--- src/rtl/fmult_accum_seq_pkg.sv ---
// Shared types and constants for the G.726 signal-estimator datapath (fmult_accum_seq).
// The optional FMULT pipeline stage is selected by the FMULT_PIPE_EN macro in the top.
package fmult_accum_seq_pkg;

  localparam int COEF_W = 16;
  localparam int FLT_W  = 11;
  localparam int SIG_W  = 15;
  localparam int ACC_W  = 16;

  localparam int NPROD = 8;
  localparam int NZERO = 6;
  localparam int NPOLE = NPROD - NZERO;

  // Float operand layout {sign, exponent[3:0], mantissa[5:0]}
  localparam int FLT_SIGN    = 10;
  localparam int FLT_EXP_HI  = 9;
  localparam int FLT_EXP_LO  = 6;
  localparam int FLT_MANT_HI = 5;
  localparam int FLT_MANT_LO = 0;

  typedef enum logic [1:0] {IDLE, ZERO, POLE, DONE} state_t;

  function automatic logic [3:0] bit_len(input logic [12:0] m);
    logic [3:0] n;
    n = '0;
    for (int i = 0; i < 13; i++) begin
      if (m[i]) n = 4'(i + 1);
    end
    return n;
  endfunction

endpackage

--- src/rtl/fmult_accum_seq_fmult.sv ---
// fmult_core: combinational G.726 FMULT, split into a front half (sign/exp/mantissa)
// and a back half (denormalise/negate) so a caller may register between them.
module fmult_core
  import fmult_accum_seq_pkg::*;
(
  input  logic [COEF_W-1:0] an,
  input  logic [FLT_W-1:0]  srn,
  output logic              ws,
  output logic [4:0]        wexp,
  output logic [7:0]        wmant,
  input  logic              ws_r,
  input  logic [4:0]        wexp_r,
  input  logic [7:0]        wmant_r,
  output logic [COEF_W-1:0] w
);

  logic        ans;
  logic [12:0] anmag;
  logic [3:0]  anexp;
  logic [5:0]  anmant;
  logic [16:0] base;
  logic [14:0] wmag;

  // NOTE: every combinational output is assigned on every path so no latch is inferred.
  always_comb begin
    ans    = an[COEF_W-1];
    anmag  = ans ? 13'(-(an >> 2)) : 13'(an >> 2);
    anexp  = bit_len(anmag);
    anmant = (anmag == '0) ? 6'd32 : 6'(({anmag, 6'b0}) >> anexp);
    ws     = ans ^ srn[FLT_SIGN];
    wexp   = {1'b0, anexp} + {1'b0, srn[FLT_EXP_HI:FLT_EXP_LO]};
    wmant  = 8'((12'(srn[FLT_MANT_HI:FLT_MANT_LO]) * 12'(anmant) + 12'd48) >> 4);
  end

  always_comb begin
    base = {2'b00, wmant_r, 7'b0};
    if (wexp_r <= 5'd26) wmag = 15'(base >> (5'd26 - wexp_r));
    else                 wmag = 15'(base << (wexp_r - 5'd26));
    w = ws_r ? 16'(-{1'b0, wmag}) : {1'b0, wmag};
  end

endmodule

--- src/rtl/fmult_accum_seq.sv ---
// Sequential signal estimator: one shared FMULT, 6 zero + 2 pole products accumulated
// into SE/SEZ. Define FMULT_PIPE_EN to register the FMULT midpoint (one extra cycle).
module fmult_accum_seq
  import fmult_accum_seq_pkg::*;
(
  input  logic              clk,
  input  logic              reset_n,
  input  logic              start,
  input  logic [COEF_W-1:0] B1, B2, B3, B4, B5, B6,
  input  logic [FLT_W-1:0]  DQ1, DQ2, DQ3, DQ4, DQ5, DQ6,
  input  logic [COEF_W-1:0] A1, A2,
  input  logic [FLT_W-1:0]  SR1, SR2,
  output logic              busy,
  output logic              done,
  output logic [SIG_W-1:0]  SE,
  output logic [SIG_W-1:0]  SEZ
);

`ifdef FMULT_PIPE_EN
  localparam int POLE_LAST = NPOLE;      // one drain cycle for the registered product
`else
  localparam int POLE_LAST = NPOLE - 1;
`endif

  state_t state, state_nxt;
  logic [2:0] idx;

  logic [COEF_W-1:0] b [NZERO];
  logic [FLT_W-1:0]  dq[NZERO];
  logic [COEF_W-1:0] a [NPOLE];
  logic [FLT_W-1:0]  sr[NPOLE];

  logic [ACC_W-1:0]  acc, acc_sum;
  logic [SIG_W-1:0]  sezi;

  logic load, acc_en, sezi_en, fin, busy_nxt, done_nxt;
  logic acc_en_x, sezi_en_x;

  logic [COEF_W-1:0] an_sel;
  logic [FLT_W-1:0]  sr_sel;
  logic              ws, ws_x;
  logic [4:0]        wexp, wexp_x;
  logic [7:0]        wmant, wmant_x;
  logic [COEF_W-1:0] w;

  // NOTE: sequential state uses non-blocking assignments so all registers update together.
  always_ff @(posedge clk or negedge reset_n) begin
    if (!reset_n) state <= IDLE;
    else          state <= state_nxt;
  end

  always_comb begin
    state_nxt = state;
    case (state)
      IDLE: if (start && !done)              state_nxt = ZERO;
      ZERO: if (idx == 3'(NZERO - 1))        state_nxt = POLE;
      POLE: if (idx == 3'(POLE_LAST))        state_nxt = DONE;
      DONE:                                  state_nxt = IDLE;
      default:                               state_nxt = IDLE;
    endcase
  end

  // A start during the done pulse is treated as arriving while busy.
  always_comb begin
    load     = (state == IDLE) && start && !done;
    acc_en   = (state == ZERO) || ((state == POLE) && (idx < 3'(NPOLE)));
    sezi_en  = (state == ZERO) && (idx == 3'(NZERO - 1));
    fin      = (state == DONE);
    busy_nxt = (state != IDLE);
    done_nxt = (state == DONE);
  end

  always_ff @(posedge clk or negedge reset_n) begin
    if (!reset_n)                idx <= '0;
    else if (state_nxt != state) idx <= '0;
    else                         idx <= 3'(idx + 3'd1);
  end

  // NOTE: operand registers are always loaded before use, so they carry no reset.
  always_ff @(posedge clk) begin
    if (load) begin
      b[0] <= B1;  b[1] <= B2;  b[2] <= B3;  b[3] <= B4;  b[4] <= B5;  b[5] <= B6;
      dq[0] <= DQ1; dq[1] <= DQ2; dq[2] <= DQ3; dq[3] <= DQ4; dq[4] <= DQ5; dq[5] <= DQ6;
      a[0] <= A1;  a[1] <= A2;
      sr[0] <= SR1; sr[1] <= SR2;
    end
  end

  always_comb begin
    an_sel = '0;
    sr_sel = '0;
    case (state)
      ZERO: begin an_sel = b[idx];    sr_sel = dq[idx];    end
      POLE: begin an_sel = a[idx[0]]; sr_sel = sr[idx[0]]; end
      default: ;
    endcase
  end

  fmult_core u_fmult (
    .an      (an_sel),
    .srn     (sr_sel),
    .ws      (ws),
    .wexp    (wexp),
    .wmant   (wmant),
    .ws_r    (ws_x),
    .wexp_r  (wexp_x),
    .wmant_r (wmant_x),
    .w       (w)
  );

`ifdef FMULT_PIPE_EN
  always_ff @(posedge clk or negedge reset_n) begin
    if (!reset_n) begin
      ws_x      <= 1'b0;
      wexp_x    <= '0;
      wmant_x   <= '0;
      acc_en_x  <= 1'b0;
      sezi_en_x <= 1'b0;
    end else begin
      ws_x      <= ws;
      wexp_x    <= wexp;
      wmant_x   <= wmant;
      acc_en_x  <= acc_en;
      sezi_en_x <= sezi_en;
    end
  end
`else
  assign ws_x      = ws;
  assign wexp_x    = wexp;
  assign wmant_x   = wmant;
  assign acc_en_x  = acc_en;
  assign sezi_en_x = sezi_en;
`endif

  assign acc_sum = acc + w;

  always_ff @(posedge clk or negedge reset_n) begin
    if (!reset_n) begin
      acc  <= '0;
      sezi <= '0;
      busy <= 1'b0;
      done <= 1'b0;
      SE   <= '0;
      SEZ  <= '0;
    end else begin
      busy <= busy_nxt;
      done <= done_nxt;
      if (load)          acc <= '0;
      else if (acc_en_x) acc <= acc_sum;
      if (sezi_en_x)     sezi <= acc_sum[ACC_W-1:1];
      if (fin) begin
        SE  <= acc[ACC_W-1:1];
        SEZ <= sezi;
      end
    end
  end

endmodule
--- config.mk ---
export PLATFORM = sky130hd
export DESIGN_NAME = fmult_accum_seq
export DESIGN_NICKNAME = d
export VERILOG_FILES = /design/src/rtl/fmult_accum_seq_pkg.sv /design/src/rtl/fmult_accum_seq_fmult.sv /design/src/rtl/fmult_accum_seq.sv
export SDC_FILE = /design/constraint.sdc
export NUM_CORES = 1
export LEC_CHECK = 0
export ABC_AREA = 1
export CAP_MARGIN = 20
export CORE_UTILIZATION = 46
export CTS_CLUSTER_SIZE = 12
export DETAILED_ROUTE_END_ITERATION = 8
export GPL_TIMING_DRIVEN = 0
export PLACE_DENSITY = 0.8
export SYNTH_ARGS = -nofsm -noshare
export SYNTH_HDL_FRONTEND = slang
export SYNTH_SLANG_ARGS = --single-unit
export TNS_END_PERCENT = 20
--- constraint.sdc ---
create_clock -name clk -period 10.8 [get_ports clk]
set_input_delay 3.24 -clock clk [delete_from_list [all_inputs] [get_ports clk]]
set_output_delay 3.24 -clock clk [all_outputs]
set_load 0.03 [all_outputs]
==> out/qor.csv, run 1 <==
metric,value,unit
CTS tree,yes,
top-area cell type share of the netlist area,41.4,%
register area share after synthesis,53.1,%
post-synth cell types,50,
row count,64,
"most common cell after layout, fill and taps aside",nand2_1,
Clock Path Buffers,3,
Slew HR,43.3,%
crit path capture type,register,
wire length per cell,16.6,µm
GRT Util Overall,22.4,%
CTS Hold Bufs,0,
fin crit share,95.6,%
Die Ht,180,µm
# nets final,2113,
final setup vio count,0,
H-tree levels,1,
CP max-delay cell,fa_1,
FMAX,96.9,MHz
vias in the first global route,11700,
number of remaining DRC errors,8,
Synth Instances,1529,
PortBufs,234,
wire length of the first global-routing pass,58.2,mm
final core occ,61.0,%
GRT overflow,0,
status,"finished, violations left",
Synth-to-Final Area Change,29.5,%
Synth area leader,edfxtp_1,
CP max FO,10,
TritonCTS buffer count,28,
I/O pin cnt,251,
most frequently used flop master after synthesis,edfxtp_1,
filler instances,2491,
Antenna Violating Nets Remaining,0,
Die X,180,µm
"Clk Latency, worst-skew pair",570,ps
Synth async-reset ratio,25.4,%
Pre-antenna DRT Iters,8,
Post-synth EDFFs,200,
Slew @ Worst Pin,850,ps
post-DP HPWL,27.5,mm
syn_area_per_cell,9.50,µm²
die area,32300,µm²
Worst Path Required,11260,ps
worst stage delay on the critical path,530,ps
failing checks,design-rule violations,
CP dominant cell by count,nand2_1,
ranking of synthesized cells by area,"edfxtp_1 (41%), dfrtp_1 (12%), nand2_1 (7.9%)",
Clock Tree Root,clkbuf_16,
Final Hold Viols,0,
initial DRC count,961,
Setup CP Type,reg2reg,
clock transition at the registers of the reported paths,60,ps
core area,30800,µm²
WL final,37.1,mm
most frequent cells in the layout,"nand2_1 (299), clkdlybuf4s50_1 (233), edfxtp_1 (200)",
Mapped Area,14500,µm²
Yosys reg bits,268,
Vias per Instance,5.30,
Max-cap violations,0,
Hold Crit Class,reg2reg,
Starting Density,47.1,%
initial antenna violation count,1,
Startpoint Class,register,
Yosys warning total,0,
"Arr. time, crit path",10780,ps
largest net degree at the start of global routing,69,
via count,11900,
Synth Net Count,1823,
Final Max Tran Viols,0,
Tmin final,10320,ps
GP Congestion,0.896,
layout cell share with drive strength beyond 1,12.7,%
Final Skew,26.6,ps
clock sinks,268,
## critical path: cells and delay by family (launching register included)
| kind | cells | cell delay, ps |
|---|---|---|
| buffers and inverters | 12 | 1190 |
| DFF | 1 | 400 |
| and+or+nand+nor | 36 | 3610 |
| adders and majority gates | 8 | 2920 |
| AOI/OAI and AO/OA | 14 | 1730 |
| xor gates and xnor gates | 2 | 340 |
## logic make-up (layout without fill, tap and decap cells)
| group | count (synthesis) | in the layout | synth area share [%] |
|---|---|---|---|
| adders and majority gates | 75 | 75 | 7.49 |
| DFF | 268 | 268 | 53.1 |
| other | 0 | 1 | 0 |
| AOI/OAI and AO/OA | 277 | 277 | 10.2 |
| xor gates and xnor gates | 40 | 40 | 2.46 |
| and+or+nand+nor | 629 | 629 | 18.4 |
| muxes | 26 | 26 | 2.01 |
| buffers and inverters | 214 | 524 | 6.35 |
## per-layer routing
metal  GRT usage [%]  vias up  wire length, µm
met2            39.4      485            18300
met3            3.16       81             2370
met1            28.1     5586            15100
li1                -     5704                -
met4            8.17        0             1230
met5               0        -                0
## cell type report
cell class | count | area [µm²] | share of cell area, %
Tap cell | 396 | 495 | 2.63
Antenna cell | 1 | 2.50 | 0.0133
Clock inverter | 4 | 50.0 | 0.266
Clock buffer | 46 | 830 | 4.41
Multi-Input combinational cell | 1047 | 6160 | 32.7
Buffer | 58 | 355 | 1.89
Inverter | 155 | 592 | 3.15
Sequential cell | 268 | 7710 | 41.0
Timing Repair Buffer | 261 | 2620 | 13.9
## state kept, by name, summed over array words and instances (netlist names)
register and flops:
sezi 15, dq 66, busy 1, b 84, SE 15, acc 16, a 28, done 1
state 2, sr 22, SEZ 15, idx 3
## cell usage after synthesis (5+ instances only)
master	n
inv_2	11
nand2_4	5
fa_1	20
nor2_1	184
o211ai_1	6
clkbuf_1	29
nand2_1	307
edfxtp_1	200
buf_2	7
xnor2_1	19
nand2_2	15
inv_1	138
o22ai_1	24
or2_2	5
xor2_1	20
dfrtp_1	68
buf_1	6
nor2_2	10
mux2_2	25
nand3_1	81
a21oi_1	50
o21ai_0	149
buf_6	9
o21ai_1	33
ha_1	55
buf_4	6
nand3_2	6
## metrics by stage
step	worst slack (ps)	area, µm²	setup TNS [ps]	instances	hold slack [ps]
finish	476	18800	0	2236	487
global route	-150	18800	-513	2236	508
CTS	4.30	18400	0	2214	488
detailed placement	-845	17500	-4510	2165	472
global placement	-2150	17400	-165130	2159	463
floorplan	819	14500	0	1529	444
## final timing paths
kind,start,to,slack (ps),depth (start not counted)
max,idx[0],sezi[13],480,72
min,sezi[1],sezi[1],490,2
max reg2reg,idx[0],sezi[13],480,72
min reg2reg,sezi[1],sezi[1],490,2
max in group asynchronous,reset_n,state[0],7420,1
min in group asynchronous,reset_n,sezi[5],2790,1
## timing repair
action                     4_1_cts  5_1_grt
pin swaps                        0       33
setup buffers                    0       21
gates resized for setup         20       69
setup endpoints to repair       12       14
Power of run 1 is not shown: default switching activity piles up to over one toggle a cycle in this logic, so the estimate is an artifact.
==> run 2: changes to the inputs <==
- ABC_AREA: 1 -> 0
==> run 2 against run 1 <==
Effect of this change:
- utilization grew 4.0 points
- global-route usage rose by 1.4 points
- die area rose by 1.5%
- design area up 9.0%
- the run ends with negative setup slack left
- count of clock-buffer cells in the layout decreased by 4
- sequential share of layout area is 3.4 points lower
- wire length is 11% higher
- fmax down 8.0%
- register-to-register slack got worse by 900 ps
==> out/qor.csv, run 2 <==
metric,value,unit,change
max reg flops,84,,unchanged
GRT Util Overall,23.7,%,was 22.4%
worst reg2reg path startpoint,state[1],,was idx[0]
PortBufs,234,,unchanged
Synth Net Count,1504,,was 1823
unrepaired setup endpoints after global routing,yes,,
Die Ht,181,µm,was 180 µm
Largest regs,"b: 84 flops, dq: 66 flops, a: 28 flops",,unchanged
Startpoint Class,register,,unchanged
Worst Path Required,11290,ps,was 11260 ps
die area,32800,µm²,was 32300 µm²
Vias per Instance,5.83,,was 5.30
crit path capture type,register,,unchanged
I/O pin cnt,251,,unchanged
source of the worst hold timing path,sezi[0],,was sezi[1]
synth cell count leaders,"edfxtp_1 (200), nand2_1 (82), nor2_1 (79), mux2i_1 (77), dfrtp_1 (68)",,"was nand2_1 (307), edfxtp_1 (200), nor2_1 (184), o21ai_0 (149), inv_1 (138)"
Die X,181,µm,was 180 µm
H-tree levels,1,,unchanged
wire length per cell,20.5,µm,was 16.6 µm
post-DP HPWL,27.9,mm,was 27.5 mm
worst stage delay on the critical path,590,ps,was 530 ps
Synth area leader,edfxtp_1,,unchanged
filler instances,2198,,was 2491
Final Max Tran Viols,0,,unchanged
CTS tree,yes,,unchanged
"most common cell after layout, fill and taps aside",clkdlybuf4s50_1,,was nand2_1
Pre-antenna DRT Iters,5,,was 8
fin worst setup slack,-420,ps,was 476 ps
final setup vio count,11,,was 0
ant diodes,0,,was 1
FMAX,89.1,MHz,was 96.9 MHz
# nets final,1878,,was 2113
hold path endpoint,sezi[0],,was sezi[1]
most frequent cell after synthesis,edfxtp_1,,was nand2_1
GRT overflow,0,,unchanged
TritonCTS buffer count,28,,unchanged
top-area cell type share of the netlist area,40.7,%,was 41.4%
vias in the first global route,11700,,about the same
core area,31600,µm²,was 30800 µm²
initial antenna violation count,0,,was 1
Clock Path Buffers,3,,unchanged
via count,11700,,was 11900
hold path cells,2,,unchanged
clock transition at the registers of the reported paths,60,ps,about the same
Slew @ Worst Pin,940,ps,was 850 ps
CP max-delay cell,fa_2,,was fa_1
most frequent cells in the layout,"clkdlybuf4s50_1 (233), edfxtp_1 (200), buf_4 (107)",,"was nand2_1 (299), clkdlybuf4s50_1 (233), edfxtp_1 (200)"
clock sinks,268,,unchanged
R2R Path End,acc[15],,was sezi[13]
syn_area_per_cell,12.2,µm²,was 9.50 µm²
Tmin final,11220,ps,was 10320 ps
Yosys warning total,0,,unchanged
Final Skew,15.1,ps,was 26.6 ps
Final Hold Viols,0,,unchanged
"Clk Latency, worst-skew pair",540,ps,was 570 ps
Synth async-reset ratio,25.4,%,unchanged
CP dominant cell by count,inv_2,,was nand2_1
Synth-to-Final Area Change,39.0,%,was 29.5%
number of remaining DRC errors,0,,was 8
Clock Tree Root,clkbuf_16,,unchanged
row count,65,,was 64
register area share after synthesis,52.2,%,was 53.1%
Setup CP Type,reg2reg,,unchanged
Starting Density,46.7,%,was 47.1%
Max-cap violations,0,,unchanged
Biggest register,b,,unchanged
"Arr. time, crit path",11700,ps,was 10780 ps
Slew HR,37.3,%,was 43.3%
Post-synth EDFFs,200,,unchanged
pre-CTS setup slack,-2190,ps,was -845 ps
post-synth cell types,97,,was 50
Hold Crit Class,reg2reg,,unchanged
Antenna Violating Nets Remaining,0,,unchanged
initial DRC count,898,,was 961
status,"finished, violations left",,unchanged
CP max FO,10,,unchanged
Yosys reg bits,268,,unchanged
fin crit share,104,%,was 95.6%
worst r2r path cells,51,,was 72
layout cell share with drive strength beyond 1,26.5,%,was 12.7%
Sequential Area,7710,µm²,about the same
wire length of the first global-routing pass,61.4,mm,was 58.2 mm
WL final,41.1,mm,was 37.1 mm
failing checks,negative setup slack,,was design-rule violations
Synth Instances,1210,,was 1529
ranking of synthesized cells by area,"edfxtp_1 (41%), dfrtp_1 (12%), mux2i_1 (5.2%)",,"was edfxtp_1 (41%), dfrtp_1 (12%), nand2_1 (7.9%)"
largest net degree at the start of global routing,77,,was 69
GP Congestion,0.895,,was 0.896
worst reg2reg setup slack,-420,ps,was 480 ps
most frequently used flop master after synthesis,edfxtp_1,,unchanged
multi-input logic area,7680,µm²,was 6160 µm²
Mapped Area,14800,µm²,was 14500 µm²
[run 2: changes by cell type after synthesis, moves of 14 or more]
cell	delta
o21ai_1	-33
nand2_2	-15
nand3_1	-60
mux2i_1	+76
mux2_2	+26
and2_1	+14
mux4_2	+15
nor2b_1	+18
a21oi_1	+15
nor2_1	-105
o21ai_0	-98
nand2_1	-225
inv_1	-81
[run 2: layer usage]
metal  routed length (µm)  GRT usage, %  part of all wire [%]  up-vias
met2                20700          41.2                    50      540
li1                     -             -                     -     5301
met4                 1580          8.58                   3.8        0
met1                16100          30.1                    39     5724
met3                 2680          3.63                   6.5      118
met5                    0             0                     0        -
[run 2: logic make-up (layout without fill, tap and decap cells)]
kind of cell | after synthesis | after routing | share of synthesized area, %
AO/OA/AOI/OAI | 268 | 268 | 12.8
flip-flops | 268 | 268 | 52.2
XOR/XNOR | 42 | 42 | 2.49
buffers and inverters | 110 | 502 | 3.04
AND/OR/NAND/NOR | 301 | 301 | 10.3
multiplexers | 146 | 146 | 11.7
adder cells (fa/ha/maj) | 75 | 75 | 7.38
[run 2: worst max-delay path, delay by kind of cell, from the launching register on]
family	cells	cell delay (ps)
AND/OR/NAND/NOR	8	840
multiplexers	2	740
XOR/XNOR	1	220
buffers and inverters	12	1430
adder cells (fa/ha/maj)	8	3230
AO/OA/AOI/OAI	20	4240
flip-flops	1	460
[run 2: how the worst max path moves through the flow]
| stage | start | end | slack, ps | cells after the start |
|---|---|---|---|---|
| CTS | idx[0] | sezi[14] | -80 | 54 |
| finish | state[1] | acc[15] | -420 | 51 |
| global route | idx[0] | acc[15] | -720 | 54 |
| global placement | state[0] | sezi[14] | -1900 | 49 |
| detailed placement | state[0] | sezi[14] | -2190 | 49 |
| floorplan | state[0] | sezi[14] | 30 | 49 |
[run 2: timing repair]
| item | in CTS | in global routing |
|---|---|---|
| buffers inserted | 64 | 49 |
| gates cloned | 1 | 0 |
| endpoints found under the setup margin | 30 | 19 |
| pin swaps | 62 | 81 |
| gates resized for setup | 158 | 97 |
| hold buffers | 0 | 0 |
[run 2: final cells by class]
cell class / count / area share, %
Sequential cell: 268 / 37.6
Clock inverter: 6 / 0.281
Inverter: 62 / 1.17
Buffer: 43 / 1.21
Multi-Input combinational cell: 832 / 37.5
Timing Repair Buffer: 349 / 16.0
Clock buffer: 42 / 3.83
Tap cell: 402 / 2.45
[run 2: per-stage QoR]
| step | setup TNS [ps] | hold WS [ps] | std cells | utilization (%) | area, µm² |
|---|---|---|---|---|---|
| CTS | -150 | 487 | 1957 | 62.3 | 19700 |
| floorplan | 0 | 440 | 1210 | - | 14800 |
| global route | -6860 | 518 | 2004 | 65.0 | 20500 |
| detailed placement | -35460 | 471 | 1848 | 56.0 | 17700 |
| finish | -1980 | 482 | 2004 | 65.0 | 20500 |
| global placement | -391700 | 465 | 1846 | 55.8 | 17600 |
Power of run 2 is left out for the same reason.
